`src/rtl/mschd_pkg.sv`:
```
// Shared definitions for the SHA-256 message-schedule controller.
// Optional abort input is enabled with MSCHD_CTRL_ABORT_EN (see mschd_ctrl).
package mschd_pkg;

    typedef enum logic [1:0] {
        ST_IDLE = 2'd0,
        ST_RUN  = 2'd1,
        ST_DONE = 2'd2
    } mschd_state_e;

    localparam int SHA256_ROUNDS = 64;
    localparam int SCHED_WORDS   = 16;
    localparam int WORD_W        = 32;

endpackage : mschd_pkg

```
`src/rtl/mschd_rnd_cnt.sv`:
```
// Round counter for the message schedule: holds t, the index of the word
// currently on m0, and flags the last round (t == ROUNDS-1).
// clr has priority over inc.
module mschd_rnd_cnt #(
    parameter int ROUNDS = 64,
    parameter int IDX_W  = 6
) (
    input  logic             clk,
    input  logic             rst_b,
    input  logic             clr,
    input  logic             inc,
    output logic [IDX_W-1:0] t,
    output logic             last
);

    logic [IDX_W-1:0] t_q;
    logic [IDX_W-1:0] t_d;

    // Next-count selection: clear wins, otherwise step on inc, else hold.
    always_comb begin
        t_d = t_q;
        if (clr) begin
            t_d = {IDX_W{1'b0}};
        end else if (inc) begin
            t_d = t_q + IDX_W'(1);
        end else begin
            t_d = t_q;
        end
    end

    // Count register, cleared asynchronously on reset.
    always_ff @(posedge clk or negedge rst_b) begin
        if (!rst_b) begin
            t_q <= {IDX_W{1'b0}};
        end else begin
            t_q <= t_d;
        end
    end

    assign t    = t_q;
    assign last = (t_q == IDX_W'(ROUNDS - 1));

endmodule : mschd_rnd_cnt

```
`src/rtl/mschd_ctrl.sv`:
```
// SHA-256 message-schedule controller: accepts a block, steps the schedule
// datapath through ROUNDS words under round-unit backpressure, then pulses done.
// Optional feature: define MSCHD_CTRL_ABORT_EN to add the abort input, which
// returns the controller to IDLE without a done pulse.
module mschd_ctrl
    import mschd_pkg::*;
#(
    parameter int ROUNDS = SHA256_ROUNDS,
    parameter int IDX_W  = 6
) (
    input  logic             clk,
    input  logic             rst_b,
    input  logic             blk_vld,
    output logic             blk_rdy,
    output logic             ld_mreg,
    output logic             upd_mreg,
    input  logic             rnd_rdy,
`ifdef MSCHD_CTRL_ABORT_EN
    input  logic             abort,
`endif
    output logic             w_vld,
    output logic [IDX_W-1:0] w_idx,
    output logic             done,
    output logic             busy
);

    mschd_state_e     state_q;
    mschd_state_e     state_d;
    logic             cnt_clr_s;
    logic             cnt_inc_s;
    logic             cnt_last_s;
    logic [IDX_W-1:0] cnt_t_s;
    logic             ld_s;
    logic             upd_s;
    logic             abort_s;

    logic             blk_rdy_q;
    logic             w_vld_q;
    logic             done_q;
    logic             busy_q;

`ifdef MSCHD_CTRL_ABORT_EN
    assign abort_s = abort;
`else
    assign abort_s = 1'b0;
`endif

    mschd_rnd_cnt #(
        .ROUNDS (ROUNDS),
        .IDX_W  (IDX_W)
    ) u_rnd_cnt (
        .clk    (clk),
        .rst_b  (rst_b),
        .clr    (cnt_clr_s),
        .inc    (cnt_inc_s),
        .t      (cnt_t_s),
        .last   (cnt_last_s)
    );

    // Next state, counter control and the combinational datapath strobes.
    always_comb begin
        state_d   = state_q;
        cnt_clr_s = 1'b0;
        cnt_inc_s = 1'b0;
        ld_s      = 1'b0;
        upd_s     = 1'b0;
        case (state_q)
            ST_IDLE: begin
                // Datapath loads the block on the same edge that accepts it.
                ld_s  = blk_vld;
                upd_s = blk_vld;
                if (blk_vld) begin
                    state_d   = ST_RUN;
                    cnt_clr_s = 1'b1;
                end else begin
                    state_d   = ST_IDLE;
                end
            end
            ST_RUN: begin
                // Schedule shifts only when the round unit takes the word.
                upd_s = rnd_rdy;
                if (rnd_rdy) begin
                    if (cnt_last_s) begin
                        state_d   = ST_DONE;
                        cnt_clr_s = 1'b1;
                    end else begin
                        cnt_inc_s = 1'b1;
                    end
                end else begin
                    state_d = ST_RUN;
                end
            end
            ST_DONE: begin
                state_d = ST_IDLE;
            end
            default: begin
                state_d   = ST_IDLE;
                cnt_clr_s = 1'b1;
            end
        endcase
        // Abort overrides every other request in any state.
        if (abort_s) begin
            state_d   = ST_IDLE;
            cnt_clr_s = 1'b1;
            cnt_inc_s = 1'b0;
            ld_s      = 1'b0;
            upd_s     = 1'b0;
        end else begin
            cnt_inc_s = cnt_inc_s;
        end
    end

    // State register plus outputs registered from the next state so they
    // are glitch-free and aligned with the state they describe.
    always_ff @(posedge clk or negedge rst_b) begin
        if (!rst_b) begin
            state_q   <= ST_IDLE;
            blk_rdy_q <= 1'b1;
            w_vld_q   <= 1'b0;
            done_q    <= 1'b0;
            busy_q    <= 1'b0;
        end else begin
            state_q   <= state_d;
            blk_rdy_q <= (state_d == ST_IDLE);
            w_vld_q   <= (state_d == ST_RUN);
            done_q    <= (state_d == ST_DONE);
            busy_q    <= (state_d == ST_RUN) || (state_d == ST_DONE);
        end
    end

    // Abort in IDLE withholds the ready indication for that cycle.
    assign blk_rdy  = blk_rdy_q & ~abort_s;
    assign ld_mreg  = ld_s;
    assign upd_mreg = upd_s;
    assign w_vld    = w_vld_q;
    assign w_idx    = cnt_t_s;
    assign done     = done_q;
    assign busy     = busy_q;

endmodule : mschd_ctrl

```
`config.mk`:
```
export PLATFORM = sky130hd
export DESIGN_NAME = mschd_ctrl
export DESIGN_NICKNAME = d
export VERILOG_FILES = /design/src/rtl/mschd_pkg.sv /design/src/rtl/mschd_rnd_cnt.sv /design/src/rtl/mschd_ctrl.sv
export SDC_FILE = /design/constraint.sdc
export NUM_CORES = 1
export LEC_CHECK = 0
export CORE_AREA = 2 2 39 41
export DETAILED_ROUTE_END_ITERATION = 8
export DIE_AREA = 0 0 41 43
export PLACE_DENSITY_LB_ADDON = 0.1
export SYNTH_ARGS = -nofsm -noshare
export SYNTH_HDL_FRONTEND = slang
export SYNTH_SLANG_ARGS = --single-unit
```
`constraint.sdc`:
```
create_clock -name clk -period 2.65 [get_ports clk]
set_clock_uncertainty 0.1 [all_clocks]
set_input_delay 0.265 -clock clk [delete_from_list [all_inputs] [get_ports clk]]
set_output_delay 0.265 -clock clk [all_outputs]
set_load 0.03 [all_outputs]
```
==> impl_metrics.env, run 1 <==
export IMPL_vias=505
export IMPL_seqPwrFrac_pct=41.0
export IMPL_arrival_ps=1980
export IMPL_cts_hold_buf=0
export IMPL_cts_num_sinks=12
export IMPL_clkSlewWorstSetupHoldPaths_ps=70
export IMPL_grt_pass1_wl_microns=2060
export IMPL_routabilityCongestion=0.865
export IMPL_start_util_pct=44.4
export IMPL_ys_top_cells_by_count="11 x dfrtp_1, 7 x nand2_1, 7 x nand3_1"
export IMPL_finalHoldViolations=0
export IMPL_pwr_density_cell_nw_per_um2=797
export IMPL_switchingPower_uw=241
export IMPL_ys_seq_area_share_pct=49.1
export IMPL_port_buffer_count=15
export IMPL_swShare_pct=37.1
export IMPL_cts_resized=0
export IMPL_max_slew_margin_rel_pct=64.2
export IMPL_die_area_sq_um=1760
export IMPL_dp_hpwl_microns=863
export IMPL_die_h_microns=43
export IMPL_rows=14
export IMPL_wirelength_microns=1180
export IMPL_finalSetupViolCount=0
export IMPL_r2r_setup_slack_ps=840
export IMPL_antenna_left=0
export IMPL_grt_max_degree=13
export IMPL_pwr_share_comb_pct=36.7
export IMPL_ys_types=27
export IMPL_clk_path_buf_depth=2
export IMPL_worstPathRequired_ps=2290
export IMPL_layout_nets=87
export IMPL_firstDrtPassIters=4
export IMPL_worst_hold_slack_ps=236
export IMPL_tns_ps=0
export IMPL_path_max_fanout=8
export IMPL_crit_type="in2out"
export IMPL_max_cap_violations=0
export IMPL_drive_above_1_share_pct=8.97
export IMPL_grtUsageTotal_pct=17.2
export IMPL_synthCells=60
export IMPL_synth_flop_cell="dfrtp_1"
export IMPL_numCtsBuffers=3
export IMPL_synth_top_cell_area_share_pct=44.8
export IMPL_crit_start="blk_vld"
export IMPL_syn_nets=68
export IMPL_synth_area_leaders="dfrtp_1 45%, ha_1 8.1%, nand3_1 5.7%"
export IMPL_start_kind="primary input"
export IMPL_area_growth_syn_to_layout_pct=32.4
export IMPL_pwr_share_clk_pct=22.3
export IMPL_status="finished clean"
export IMPL_drt_initial_drc_count=14
export IMPL_yosysMostFrequentCell="dfrtp_1"
export IMPL_hold_path_class="in2async"
export IMPL_avgSynthCellArea_sq_um=10.2
export IMPL_clockRootBuffer="clkbuf_4"
export IMPL_clock_latency_ps=280
export IMPL_synth_edf_count=0
export IMPL_min_period_ps=2340
export IMPL_yosysWarnings=0
export IMPL_ys_ff_latch=12
export IMPL_grt_ovfl_total=0
export IMPL_viasPerCell=5.37
export IMPL_ios=16
export IMPL_r2r_start="u_rnd_cnt.t[0]"
export IMPL_final_period_utilization_pct=88.5
export IMPL_p_int_uw=408
export IMPL_drc=0
export IMPL_drv_slew=0
export IMPL_cts_setup_buffers=0
export IMPL_worst_pin_slew_ps=536
export IMPL_core_area_sq_um=1380
export IMPL_first_global_vias=448
export IMPL_antenna_cells_inserted=0
export IMPL_ir_drop_mv=0.393
export IMPL_cts_tree="done"
export IMPL_leakage_nw=0.356
export IMPL_antenna_found_initial=0
export IMPL_max_freq_ghz=0.427
export IMPL_grt_setup_unrepaired="no"
export IMPL_wire_per_inst_microns=12.5
export IMPL_die_w_microns=41
export IMPL_synth_top_area_cell="dfrtp_1"
export IMPL_syn_area_sq_um=614
export IMPL_htree_levels=1
export IMPL_async_reset_ff_share_pct=100
export IMPL_setup_worst_path_end_class="primary output"
==> layout make-up <==
type | instances | area, sq um
clock buffers | 4 | 36.3
fillers | 134 | 571
inverters | 2 | 7.51
multi-input cells | 44 | 290
flip-flops and latches | 12 | 302
well taps | 16 | 20.0
repair buffers | 16 | 158
==> power groups by stage <==
stage          logic (mW)  clock network [mW]  registers (mW)
2_1_floorplan      0.0836                   0           0.326
3_5_place_dp        0.239                   0           0.269
5_1_grt             0.257               0.159           0.276
4_1_cts             0.240               0.147           0.265
6_report            0.238               0.145           0.266
3_3_place_gp        0.238                   0           0.268
==> final timing paths <==
| check | depth (start not counted) | to |
|---|---|---|
| worst min register to register | 1 | u_rnd_cnt.t[2] |
| min in group clk | 1 | u_rnd_cnt.t[2] |
| worst max-delay path | 4 | upd_mreg |
| worst max register to register | 5 | busy |
| max in group asynchronous | 1 | blk_rdy |
| worst min-delay path | 1 | u_rnd_cnt.t[2] |
==> cell families (layout without fill, tap and decap cells) <==
group	Yosys count	in the layout	synth area share [%]
fa+ha+maj	4	4	8.15
xor+xnor	2	2	2.85
buf+inv	4	22	3.67
simple gates	26	26	22.4
flops	12	12	49.1
compound gates	12	12	13.8
==> registers in the layout (all words and copies together), names as in the netlist <==
name,cells
u_rnd_cnt.t,6
state_q,2
w_vld,1
blk_rdy,1
done,1
busy,1
==> cell usage in the layout, fill, tap and decap left out <==
cell,count
o22ai_1,2
or3b_1,1
a31oi_1,1
ha_1,4
nor2_1,1
o31ai_1,2
dfrtp_1,11
dfstp_2,1
inv_1,2
or4_1,1
nand2b_1,2
and2b_2,1
clkdlybuf4s50_1,15
nand3_1,7
nor3_1,2
o2111ai_1,1
o21ai_0,2
xor2_1,2
o211ai_1,1
nand4_1,2
buf_4,1
nand2_1,7
clkbuf_4,3
and2_1,1
a211o_1,1
and3_1,1
clkbuf_8,1
o21ai_1,1
o2111a_1,1
==> stage by stage <==
stage	worst slack [ps]	area (sq um)	cells	utilization [%]	power, mW
finish	306	813	94	58.8	0.648
detailed placement	296	777	90	56.1	0.507
global placement	316	777	90	56.1	0.507
global route	213	813	94	58.8	0.691
CTS	287	813	94	58.8	0.653
floorplan	827	614	60	-	0.410
==> worst max-delay path: stages <==
cell	delay, ps
clkdlybuf4s50_1	470
or3b_1	470
nand2_1	100
clkdlybuf4s50_1	670
==> per-layer routing <==
metal / track usage [%] / up-vias / share of wire [%]
li1: - / 256 / -
met2: 21.9 / 20 / 41
met3: 3.66 / 5 / 6.4
met5: 0 / - / 0
met1: 27.1 / 224 / 50
met4: 8.00 / 0 / 2.5
(Power assumes the default switching activity.)
==> inputs of run 2 (changes only) <==
Settings changed: ABC_AREA set to 1.
==> run 2 against run 1 <==
Compared with the run above: maximum frequency rose by 11%; clock-buffer cell count unchanged; sequential power is 4% lower; wire length fell by 6.7%; critical endpoint unchanged; largest power group unchanged; highest routed layer is now met3.
==> impl_metrics.env, run 2 <==
export IMPL_core_area_sq_um=1380
export IMPL_cts_num_sinks=12
export IMPL_tns_ps=0
export IMPL_nFillCells=139
export IMPL_start_util_pct=43.6
export IMPL_placed_area_sq_um=773
export IMPL_start_kind="primary input"
export IMPL_wirelength_microns=1100
export IMPL_numCtsBuffers=3
export IMPL_grt_setup_unrepaired="no"
export IMPL_clockRootBuffer="clkbuf_4"
export IMPL_die_area_sq_um=1760
export IMPL_viasPerCell=4.81
export IMPL_clk_path_buf_depth=2
export IMPL_syn_nets=76
export IMPL_grt_pass1_wl_microns=1750
export IMPL_worstPathRequired_ps=2290
export IMPL_antenna_found_initial=0
export IMPL_cts_hold_buf=0
export IMPL_htree_levels=1
export IMPL_antenna_left=0
export IMPL_syn_area_sq_um=603
export IMPL_pwr_density_cell_nw_per_um2=746
export IMPL_yosysWarnings=0
export IMPL_routabilityCongestion=0.832
export IMPL_final_cell_mix="15 x clkdlybuf4s50_1, 13 x nand2_1, 11 x dfrtp_1, 9 x inv_1"
export IMPL_path_max_fanout=9
export IMPL_firstDrtPassIters=4
export IMPL_r2r_start="u_rnd_cnt.t[1]"
export IMPL_ios=16
export IMPL_area_growth_syn_to_layout_pct=32.6
export IMPL_cts_tree="done"
export IMPL_synth_edf_count=0
export IMPL_antenna_cells_inserted=0
export IMPL_die_h_microns=43
export IMPL_synth_flop_cell="dfrtp_1"
export IMPL_clock_latency_ps=270
export IMPL_dp_hpwl_microns=853
export IMPL_drt_initial_drc_count=5
export IMPL_cts_resized=0
export IMPL_synth_area_leaders="dfrtp_1 46%, ha_1 8.3%, nand2_1 8.1%"
export IMPL_ir_drop_mv=0.414
export IMPL_layout_commonest_cell="clkdlybuf4s50_1"
export IMPL_final_period_utilization_pct=79.5
export IMPL_avgSynthCellArea_sq_um=8.87
export IMPL_synth_top_area_cell="dfrtp_1"
export IMPL_arrival_ps=1740
export IMPL_min_period_ps=2110
export IMPL_drv_slew=0
export IMPL_max_cap_violations=0
export IMPL_synthCells=68
export IMPL_clkSlewWorstSetupHoldPaths_ps=70
export IMPL_wire_per_inst_microns=10.7
export IMPL_grt_ovfl_total=0
export IMPL_regArea_sq_um=302
export IMPL_ff2ff_path_depth=7
export IMPL_worst_pin_slew_ps=505
export IMPL_grt_max_degree=13
export IMPL_hold_path_class="in2async"
export IMPL_grtUsageTotal_pct=15.9
export IMPL_power_uw=597
export IMPL_ys_types=17
export IMPL_port_buffer_count=15
export IMPL_synth_top_cell_area_share_pct=45.6
export IMPL_finalHoldViolations=0
export IMPL_drc=0
export IMPL_drive_above_1_share_pct=11.5
export IMPL_leakage_nw=0.357
export IMPL_setup_worst_path_end_class="primary output"
export IMPL_stdcell_count=103
export IMPL_ys_top_cells_by_count="13 x nand2_1, 11 x dfrtp_1, 9 x inv_1"
export IMPL_async_reset_ff_share_pct=100
export IMPL_timing_rr_end="busy"
export IMPL_r2r_setup_slack_ps=910
export IMPL_ys_seq_area_share_pct=50.0
export IMPL_ys_ff_latch=12
export IMPL_max_slew_margin_rel_pct=66.2
export IMPL_status="finished clean"
export IMPL_crit_type="in2out"
export IMPL_multiInputGateArea_sq_um=264
export IMPL_cts_setup_buffers=0
export IMPL_vias=495
export IMPL_layout_nets=96
export IMPL_finalSetupViolCount=0
export IMPL_dp_cells=99
export IMPL_yosysMostFrequentCell="nand2_1"
export IMPL_rows=14
export IMPL_max_freq_ghz=0.474
export IMPL_final_area_sq_um=800
export IMPL_timing_final_ws_setup_ps=542
export IMPL_worst_hold_slack_ps=227
export IMPL_first_global_vias=411
export IMPL_die_w_microns=41
export IMPL_final_util_pct=57.8
export IMPL_dp_worst_setup_slack_ps=528
export IMPL_largest_reg_flops=6
-- run 2: cell count changes in the layout (fill, tap and decap cells not counted), moves of 2 or more --
cell / change
inv_1: +7
nand2_1: +6
nor2_1: +6
a21oi_1: +3
nand2b_1: -2
nand3_2: +2
nand4_1: -2
o22ai_1: -2
o31ai_1: -2
xnor2_1: +2
xor2_1: -2
-- run 2: worst max-delay path, stage by stage --
cell and delay [ps]:
clkdlybuf4s50_1 530, nand3_2 180, nand2_1 110, clkdlybuf4s50_1 660
-- run 2: area by class of cell --
class / instances / area share, %
timing repair buffer: 15 / 18.8
multi-input combinational: 46 / 33.0
tap: 16 / 2.50
sequential: 12 / 37.7
clock buffer: 4 / 3.29
inverter: 10 / 4.69
-- run 2: how the worst max path moves through the flow --
stage	start	slack, ps	depth (start not counted)	to
floorplan	u_rnd_cnt.t[1]	880	7	busy
global placement	rnd_rdy	550	4	upd_mreg
detailed placement	rnd_rdy	530	4	upd_mreg
global route	rnd_rdy	480	4	upd_mreg
finish	rnd_rdy	540	4	upd_mreg
CTS	rnd_rdy	530	4	upd_mreg
-- run 2: logic make-up (layout without fill, tap and decap cells) --
kind of cell,Yosys count,in the layout,synth area share (%)
xor+xnor,2,2,2.91
compound gates,8,8,7.26
simple gates,32,32,25.3
flops,12,12,50.0
buf+inv,10,29,6.22
fa+ha+maj,4,4,8.30
-- run 2: routing by layer --
layer / GRT usage [%] / vias up / wire length [microns] / share of wire [%]
li1: - / 254 / - / -
met1: 17.4 / 231 / 467 / 42
met2: 23.1 / 10 / 583 / 53
met3: 9.42 / 0 / 49 / 4.5
met4: 8.00 / 0 / 0 / 0
met5: 0 / - / 0 / 0
-- run 2: power breakdown --
part           switching, mW  internal [mW]  leakage (nW)  total [mW]
logic                  0.131         0.0977         0.196       0.229
registers             0.0391          0.216         0.146       0.255
clock network         0.0545         0.0581        0.0150       0.113
total                  0.225          0.372         0.357       0.597
==> inputs of run 3 (changes only) <==
Settings changed: CORE_AREA 2 2 39 41 to not set, CORE_MARGIN set to 1, CORE_UTILIZATION set to 41, DIE_AREA 0 0 41 43 to not set.
Clock period 2.65 ns to 1.8 ns, I/O delays scaled along.
==> run 3 against run 2 <==
Compared with the run above: wire length increased by 5.8%; combinational power increased by 47%; die area decreased by 7.7%; power increased by 55%; register-to-register slack worse by 780 ps; non-clock buffer count rose by 1; clock power is 90% higher; cell count unchanged; via count rose by 3.0%; largest cell class unchanged; highest routed layer is now met4.
==> impl_metrics.env, run 3 (same netlist as run 2, synthesis figures left out) <==
export IMPL_status="finished clean"
export IMPL_antenna_left=0
export IMPL_port_buffer_count=15
export IMPL_ios=16
export IMPL_cts_tree="done"
export IMPL_routabilityCongestion=0.788
export IMPL_drv_slew=0
export IMPL_r2r_setup_slack_ps=130
export IMPL_critical_path_max_stage_delay_ps=660
export IMPL_clkSlewWorstSetupHoldPaths_ps=80
export IMPL_setup_worst_path_end_class="primary output"
export IMPL_max_slew_margin_rel_pct=64.2
export IMPL_cts_hold_buf=0
export IMPL_wirelength_microns=1160
export IMPL_max_cap_violations=0
export IMPL_drive_above_1_share_pct=15.9
export IMPL_ir_drop_mv=0.755
export IMPL_max_freq_ghz=0.577
export IMPL_die_area_sq_um=1630
export IMPL_dp_cells=99
export IMPL_crit_type="reg2out"
export IMPL_top_layer_used="met4"
export IMPL_final_period_utilization_pct=96.3
export IMPL_crit_chain="clkdlybuf4s50_1"
export IMPL_rows=13
export IMPL_wire_per_inst_microns=11.3
export IMPL_pwr_share_comb_pct=36.3
export IMPL_cts_resized=0
export IMPL_min_period_ps=1730
export IMPL_path_max_fanout=1
export IMPL_crit_slowest_cell="clkdlybuf4s50_1"
export IMPL_grt_max_degree=13
export IMPL_vias=510
export IMPL_viasPerCell=4.95
export IMPL_first_global_vias=445
export IMPL_start_util_pct=45.2
export IMPL_htree_levels=1
export IMPL_swShare_pct=36.9
export IMPL_dp_hpwl_microns=862
export IMPL_drt_met1_wl_microns=511
export IMPL_core_area_sq_um=1330
export IMPL_worst_pin_slew_ps=535
export IMPL_switchingPower_uw=341
export IMPL_r2r_start="u_rnd_cnt.t[1]"
export IMPL_start_kind="flip-flop"
export IMPL_leakage_nw=0.384
export IMPL_layout_nets=97
export IMPL_clockRootBuffer="clkbuf_4"
export IMPL_stdcell_count=103
export IMPL_clk_path_buf_depth=2
export IMPL_seqPwrFrac_pct=40.5
export IMPL_arrival_ps=1450
export IMPL_finalSetupViolCount=0
export IMPL_wl_met3_microns=61
export IMPL_ff2ff_path_depth=7
export IMPL_grtUsageTotal_pct=18.6
export IMPL_pwr_share_clk_pct=23.3
export IMPL_drc=0
export IMPL_antenna_found_initial=0
export IMPL_cp_num_buf_inv=1
export IMPL_largest_reg_flops=6
export IMPL_clock_latency_ps=280
export IMPL_firstDrtPassIters=4
export IMPL_hold_path_class="in2async"
export IMPL_worstPathRequired_ps=1520
export IMPL_layout_commonest_cell="nand2_1"
export IMPL_cts_num_sinks=12
export IMPL_antenna_cells_inserted=0
export IMPL_final_cell_mix="13 x nand2_1, 12 x clkdlybuf4s50_1, 11 x dfrtp_1, 9 x inv_1"
export IMPL_grt_ovfl_total=0
export IMPL_pwr_density_cell_nw_per_um2=1140
export IMPL_dr_wl_met2_microns=582
export IMPL_finalHoldViolations=0
export IMPL_cp_top_family="buffers and inverters"
export IMPL_grt_setup_unrepaired="no"
export IMPL_grt_pass1_wl_microns=1790
export IMPL_tns_ps=0
export IMPL_drt_initial_drc_count=8
export IMPL_p_int_uw=584
export IMPL_die_w_microns=40.4
export IMPL_area_growth_syn_to_layout_pct=34.9
export IMPL_die_h_microns=40.4
export IMPL_cts_setup_buffers=0
export IMPL_timing_rr_end="busy"
export IMPL_numCtsBuffers=3
## run 3: changes by cell type in the layout (fill, tap and decap cells not counted)
| cell | delta |
|---|---|
| dlymetal6s2s_1 | +1 |
| clkbuf_1 | -1 |
| clkdlybuf4s50_1 | -3 |
| buf_4 | +3 |
| clkbuf_8 | +1 |
## run 3: final cells by class
type / instances / area [sq um]
Sequential cell: 12 / 302
Inverter: 10 / 37.5
Multi-Input combinational cell: 46 / 264
Clock buffer: 4 / 36.3
Tap cell: 15 / 18.8
Timing Repair Buffer: 16 / 155
Fill cell: 123 / 520
## run 3: power by group through the flow
stage	registers, mW	clock network (mW)	logic (mW)
after floorplan	0.462	0	0.116
after global placement	0.376	0	0.340
after detailed placement	0.380	0	0.339
after CTS	0.375	0.227	0.340
after global routing	0.384	0.241	0.363
final	0.374	0.215	0.336
## run 3: metal layers
metal,GRT usage (%),up-vias
met2,31.7,16
met1,16.5,235
met4,12.5,0
li1,-,257
met5,0,-
met3,10.0,2
## run 3: metrics by stage
step | hold WS (ps) | power [mW] | util (%) | setup slack, ps | area, sq um
detailed placement | 459 | 0.719 | 58.1 | 141 | 774
CTS | 157 | 0.941 | 60.8 | 48.0 | 811
global route | 183 | 0.988 | 61.0 | 10.9 | 813
global placement | 446 | 0.716 | 58.1 | 213 | 774
finish | 148 | 0.925 | 61.0 | 66.8 | 813
floorplan | -216 | 0.578 | - | 31.0 | 603
## run 3: worst max path at each step
stage	start	endpoint	slack [ps]	cells after the start
floorplan	u_rnd_cnt.t[1]	busy	30	7
global placement	u_rnd_cnt.t[1]	busy	210	7
detailed placement	u_rnd_cnt.t[1]	busy	140	7
CTS	blk_rdy	blk_rdy	50	1
global route	blk_rdy	blk_rdy	10	1
finish	blk_rdy	blk_rdy	70	1
